## src/rtl/afifo_rd_stage.sv

```systemverilog
// Read-domain consumer for the async FIFO pop side: show-ahead head -> registered
// valid/ready stream via a 2-entry skid buffer, with flush/drain and a delivered-word counter.
//
// state | meaning
// RUN   | normal streaming, buffer fills from the FIFO head
// FLUSH | buffer emptied, FIFO drained and discarded until empty with flush low
module afifo_rd_stage #(
  parameter int W     = 32,
  parameter int CNT_W = 16
) (
  input  logic             clk,
  input  logic             rst_n,
  input  logic             fifo_empty,
  input  logic [W-1:0]     fifo_data,
  output logic             fifo_pop,
  output logic             out_vld,
  output logic [W-1:0]     out_data,
  input  logic             out_rdy,
  input  logic             flush,
  output logic             flush_busy,
  output logic [1:0]       occ,
  output logic [CNT_W-1:0] deliv_cnt
);

  typedef enum logic {RUN, FLUSH} state_t;

  state_t     state, state_n;
  logic [W-1:0] head, skid, head_n, skid_n;
  logic [1:0] occ_n;
  logic       pop_int;
  logic       xfer;

  assign xfer       = out_vld & out_rdy;
  assign out_data   = head;
  assign flush_busy = (state == FLUSH);
  // Keep the FIFO pointer still while reset is held.
  assign fifo_pop   = pop_int & rst_n;

  always_comb begin
    state_n = state;
    pop_int = 1'b0;
    occ_n   = occ;
    head_n  = head;
    skid_n  = skid;
    case (state)
      RUN: begin
        if (flush) begin
          state_n = FLUSH;
          pop_int = ~fifo_empty;
          occ_n   = 2'd0;
        end else begin
          pop_int = ~fifo_empty & ((occ < 2'd2) | xfer);
          occ_n   = occ + {1'b0, pop_int} - {1'b0, xfer};
          if (pop_int) begin
            if ((occ == 2'd0) || ((occ == 2'd1) && xfer)) begin
              head_n = fifo_data;
            end else if (occ == 2'd1) begin
              skid_n = fifo_data;
            end else begin
              head_n = skid;
              skid_n = fifo_data;
            end
          end else if (xfer && (occ == 2'd2)) begin
            head_n = skid;
          end
        end
      end
      FLUSH: begin
        pop_int = ~fifo_empty;
        occ_n   = 2'd0;
        if (fifo_empty && !flush) state_n = RUN;
      end
      default: begin
        state_n = RUN;
        occ_n   = 2'd0;
      end
    endcase
  end

  always_ff @(posedge clk or negedge rst_n) begin
    if (!rst_n) begin
      state   <= RUN;
      occ     <= 2'd0;
      out_vld <= 1'b0;
      head    <= '0;
      skid    <= '0;
    end else begin
      state   <= state_n;
      occ     <= occ_n;
      out_vld <= (occ_n != 2'd0);
      head    <= head_n;
      skid    <= skid_n;
    end
  end

  always_ff @(posedge clk or negedge rst_n) begin
    if (!rst_n) begin
      deliv_cnt <= '0;
    end else if (xfer && (deliv_cnt != {CNT_W{1'b1}})) begin
      deliv_cnt <= deliv_cnt + CNT_W'(1);
    end
  end

endmodule

```

## config.mk

```make
export PLATFORM = sky130hd
export DESIGN_NAME = afifo_rd_stage
export DESIGN_NICKNAME = d
export VERILOG_FILES = /design/src/rtl/afifo_rd_stage.sv
export SDC_FILE = /design/constraint.sdc
export NUM_CORES = 1
export LEC_CHECK = 0
export BUFFER_PORTS_ARGS = -buffer_cell sky130_fd_sc_hd__buf_2
export CAP_MARGIN = 15
export CORE_ASPECT_RATIO = 0.6
export CORE_MARGIN = 3
export CORE_UTILIZATION = 58
export DETAILED_ROUTE_END_ITERATION = 16
export GPL_TIMING_DRIVEN = 1
export PLACE_DENSITY = 0.85
export RECOVER_POWER = 25
export SKIP_CTS_REPAIR_TIMING = 1
export SYNTH_ARGS = -nofsm -noshare
export SYNTH_HDL_FRONTEND = slang
export SYNTH_SLANG_ARGS = --single-unit
```

## constraint.sdc

```tcl
create_clock -name clk -period 4.9 [get_ports clk]
set_clock_uncertainty 0.2 [all_clocks]
set_input_delay 0 -clock clk [delete_from_list [all_inputs] [get_ports clk]]
set_output_delay 0 -clock clk [all_outputs]
set_load 0.005 [all_outputs]
```

* Word-level counts from Yosys, hierarchy flattened *
Index checks and enable logic that the tools add are counted.

word-level totals
  register bits = 84
  input bits = 37
  output and inout bits = 53
  word-level logic and storage cells = 44

cells by class
  $add $sub $neg = 3
  order comparisons = 1
  eq/ne operators = 4
  multiplexer cells = 11
  bitwise logic cells = 8
  reduce and logical (&&, ||, !) cells = 11

operator list
  cell                   count
  $mux 32                4
  $add 16x1->16 const B  1
  $ne 16x16->1 const B   1
  $reduce_and 4->1       2
  $logic_and 1x1->1      4
  $not 1->1              4
  $pmux 1 s2             2
  $pmux 2 s2             1
  $reduce_bool 2->1      2
  $and 1x1->1            3
  $mux 1                 3
  $ne 3x2->1 const B     1
  $add 2x1->2            1
  $eq 2x1->1 const B     1
  $eq 2x2->1 const B     1
  $logic_not 2->1        1
  $lt 2x2->1 const B     1
  $mux 2                 1
  $sub 2x1->2            1
  $logic_not 1->1        1
  $logic_or 1x1->1       1
  $or 1x1->1             1

* Logic depth before layout (Yosys ltp) *
  depth in word-level cells = 8
  depth in mapped cells = 11
  mapped depth without buffers = 10

* Worst setup path before layout *
Ideal clock, no wire load.

  kind = flip-flop to flip-flop
  start point = register out_vld
  end point = register out_vld
  library setup time = 0.127 ns
  arrival = 1.850 ns
  data required time = 4.573 ns
  setup slack = 2.723 ns
  cell stages (with the launch flop) = 12
  buffers on the path = 1
  period minus slack after synthesis = 2.177 ns
  cell sequence = dfrtp_1 > nand2_1 > buf_2 > nand2_1 > nand2_1 > ha_1 > inv_1 > ha_1 > xnor2_1 > xnor2_1 > and2_1 > or2_2

on the way
  cells in the longest elaborated chain, start to end = 8

ends and longest elaborated chain
  what                    line  source
  start, declared         16    output logic out_vld,
  start signal, assigned  90    out_vld <= (occ_n != 2'd0);
  $and 1x1->1 (*)         33    assign xfer = out_vld & out_rdy;
  $or 1x1->1              52    pop_int = ~fifo_empty & ((occ < 2'd2) | xfer);
  $and 1x1->1             52
  $add 2x1->2             53    occ_n = occ + {1'b0, pop_int} - {1'b0, xfer};
  $sub 2x1->2 (*)         53
  $mux 2 (*)              47    if (flush) begin
  $pmux 2 s2 (*)          45    case (state)
  named net occ_n[1]      29    logic [1:0] occ_n;
  $reduce_bool 2->1 (*)   90

The timed path passes the listed nets; every way through them passes the cells marked *.
A chain may end at the register's enable or synchronous reset.

* Worst setup path in the final report *
  start point = register out_vld
  end point = register skid[11]

on the way
  cells in the longest elaborated chain, start to end = 5
  elaborated cells on any way between the ends = 7
  classes of those cells = bitwise (4); reduce/logical (3)

ends and longest elaborated chain
  what                                                                line  source
  $and 1x1->1 (*)                                                     33
  parallel branches: the longest is 3 deep, another holds $or 1x1->1  -
  $reduce_and 4->1 (no line) (*)                                      -
  end signal, assigned                                                92    skid <= skid_n;
  end, declared                                                       28    logic [W-1:0] head, skid, head_n, skid_n;

Every way passes the cells marked *.

==> results.md <==
* Outcome: complete, but fails checks
* Failing checks: negative hold slack, max-capacitance violations, max-slew violations
* # rows at 22
* Sequential share of the synthesized area at 0.5369
* H-tree depth at 3
* First-pass GRT wire length at 13680 um
* DRC at 0
* Die W at 112.1 um
* Minimum hold slack at -0.0006426 ns
* Hold Crit Depth at 5
* Place WS at about 2.3 ns
* Filler cells at 418
* Port bufs at a little under 90
* TritonCTS Buffers at 9
* Nets at 468
* CTS tree: done
* WS Path Type: reg2reg
* Io pins at 90
* R2r setup slk at 2.27 ns
* Average cell area after synthesis at between 10 and 15 um2
* GRT Residual Overflow at 0
* Max-Slew Margin vs Limit at -0.3312
* Slew @ Worst Pin at 1.997 ns
* Post-Synthesis Cells at 312
* GP Congestion at 0.8420
* Setup TNS at 0 ns
* EDFF count, synth at 0
* Crit-path max FO at 32
* Largest net degree at the start of global routing at 85
* Main synth FF type: dfrtp_1
* Final period utilization at 0.5366
* Share of layout cells above drive strength 1 at 0.3025
* Total Wirelength at 8979 um
* Post-route ant nets at 0
* Synth area leader: dfrtp_1
* Number of global-route vias before repair at 2668
* Hold path start: out_rdy
* Period minus WS final at 2.630 ns
* Fraction of registers with async set or reset after synthesis at 1.000
* Vias per cell at between 5 and 6
* Share of the synthesized area in the top cell type at 0.5369
* Tot GR Track Use at 0.2167
* Worst path slowest cell: a2111o_2
* F_max at 380.3 MHz
* Synthesized cell area at 3915 um2
* Design Power at 1975 uW
* Hold Crit Class: in2reg
* Multi-input logic area at 1700 um2
* Critical Path, Cell by Cell: nand2_1, inv_1, nand2_1, a2111o_2, mux2_2
* Crit path largest cell delay at 0.81 ns
* Initial core utilization at 0.6184
* Worst hold path endpoint: deliv_cnt[8]$_DFFE_PN0P_
* Final setup fails at 0
* Most frequent CP cell: nand2_1
* Worst Path Arrival at 2.64 ns
* Top cells by area, synth: dfrtp_1 (54%), mux2_4 (12%), mux2i_1 (8.2%)
* Ant diodes at 0
* Avg WL per Cell at 17.37 um
* Crit path launch type: flop
* Sink Count at 84
* Sequential cell area at approximately 2100 um2
* Reg2reg path depth at 5
* Critical path buffer and inverter count at 1
* Synth warn at 0
* Initial DRC count at 202
* Reg clk slew, reported paths at 0.06 ns
* Syn_nets at 352
* Die area at ~8000 um2
* CTS Buffer Depth at 2
* Detailed placement HPWL at 5441 um
* Yosys reg bits at between 80 and 90
* Initial antenna violation count at 0
* Via count at 2950
* VDD IR-drop max at 230.2 uV
* DRT Pass-1 Iters at 4
* CP top delay family: compound AO/OA/AOI/OAI gates
* Reg2reg start: out_vld$_DFF_PN0_
* Post-route cell area at about 5000 um2
* RSZ-0062 raised after global routing: no
* Worst-Skew Late Latency at 0.32 ns
* Area after DPL at 4389 um2
* Synth cell types at 35
* Maximum Capacitance Violations at 1
* Final Hold Viols at 2
* Crit. End Element: flop
* Final worst slack at 2.270 ns
* Crit Reg-Reg Endpoint: skid[11]$_DFFE_PN0P_
* Root buf cell: clkbuf_16
* Slew Limit Fails at 85
* Layout area overhead at 28.03%
* Reported leakage power at 0.002501 uW
* Worst endpoint required time at 4.91 ns
* Core footprint at 6331 um2
* Die Y at roughly 70 um
* P per Cell Area at 394.0 nW/um2
layout by cell type, fill, tap and decap left out, types with 2 or more instances in the layout:
| cell | n |
|---|---|
| xor2_1 | 6 |
| nor3_1 | 2 |
| buf_2 | 72 |
| clkinv_2 | 2 |
| and2_1 | 2 |
| mux2_2 | 4 |
| inv_1 | 3 |
| ha_1 | 3 |
| nand4_1 | 6 |
| clkbuf_1 | 18 |
| a21oi_1 | 32 |
| buf_4 | 2 |
| mux2i_1 | 32 |
| mux2_4 | 30 |
| nor2_1 | 3 |
| nand2_1 | 9 |
| dlygate4sd3_1 | 35 |
| dfrtp_1 | 84 |
| a31oi_1 | 33 |
| nor4_1 | 4 |
| xnor2_1 | 10 |
| and3_1 | 3 |
| nand3_1 | 9 |
| clkbuf_16 | 9 |
stage by stage:
stage                       util  cells  hold slack [ns]
after floorplan                -    312          -0.4956
after global placement    0.6933    466          0.04694
after detailed placement  0.6933    466          0.05495
after CTS                 0.7399    482          -0.2950
after global routing      0.7917    517          0.02146
final                     0.7917    517       -0.0006426
where the power goes:
group          switching, uW  leakage, uW  internal (uW)  total (uW)
clock network            258     0.000147            408         666
logic                    180      0.00129            214         394
registers               92.6      0.00107            822         915
cell families (layout without fill, tap and decap cells):
family / after synthesis / count (layout) / share of synthesized area
mux: 66 / 66 / 0.2084
flops: 84 / 84 / 0.5369
xor+xnor: 16 / 16 / 0.03579
buf+inv: 25 / 146 / 0.03324
compound gates: 70 / 70 / 0.1061
simple gates: 48 / 48 / 0.06999
fa+ha+maj: 3 / 3 / 0.009589
final cells by class:
class                   count  share of cell area
flip-flops and latches     84              0.4194
multi-input cells         203              0.3392
repair buffers            127              0.1593
clock buffers              12             0.04918
well taps                  84             0.02097
clock inverters             4            0.009735
inverters                   3            0.002247
tightest hold or removal path, stage by stage:
cell and delay, ns:
buf_2 0.12, nand3_1 0.13, nor2_1 0.08, nand2_1 0.07
xnor2_1 0.07
flip-flops by register name, indices dropped and copies added, names as in the netlist:
signal      flops
deliv_cnt      16
flush_busy      1
occ             2
out_data       32
skid           32
out_vld         1
worst max path at each step:
stage,start,end,slack [ns],depth (start not counted)
final,out_vld$_DFF_PN0_,skid[11]$_DFFE_PN0P_,2.27,5
after global routing,out_vld$_DFF_PN0_,skid[11]$_DFFE_PN0P_,2.14,5
after CTS,out_vld$_DFF_PN0_,skid[11]$_DFFE_PN0P_,2.31,5
after detailed placement,out_vld$_DFF_PN0_,skid[12]$_DFFE_PN0P_,2.32,5
after global placement,out_vld$_DFF_PN0_,skid[12]$_DFFE_PN0P_,2.44,5
after floorplan,out_vld$_DFF_PN0_,out_vld$_DFF_PN0_,2.72,11
per-layer routing:
| metal | global-route usage | part of all wire | routed length, um |
|---|---|---|---|
| met2 | 0.3081 | 0.47 | 4187 |
| met1 | 0.3297 | 0.47 | 4249 |
| met5 | 0 | 0 | 0 |
| met3 | 0.07585 | 0.059 | 528 |
| met4 | 0.02800 | 0.0014 | 13 |
synthesized netlist by cell type, types with 2 or more instances:
library cell / instances
mux2_4: 30
dfrtp_1: 84
inv_1: 3
and3_1: 3
nor4_1: 4
mux2_2: 4
buf_6: 4
mux2i_1: 32
a31oi_1: 33
xor2_1: 6
ha_1: 3
nor3_1: 2
nor2_1: 4
buf_2: 5
nand3_1: 9
nand4_1: 6
clkbuf_1: 13
and2_1: 2
nand2_1: 9
a21oi_1: 32
xnor2_1: 10
Note: power is estimated with default switching activity, not from simulation.
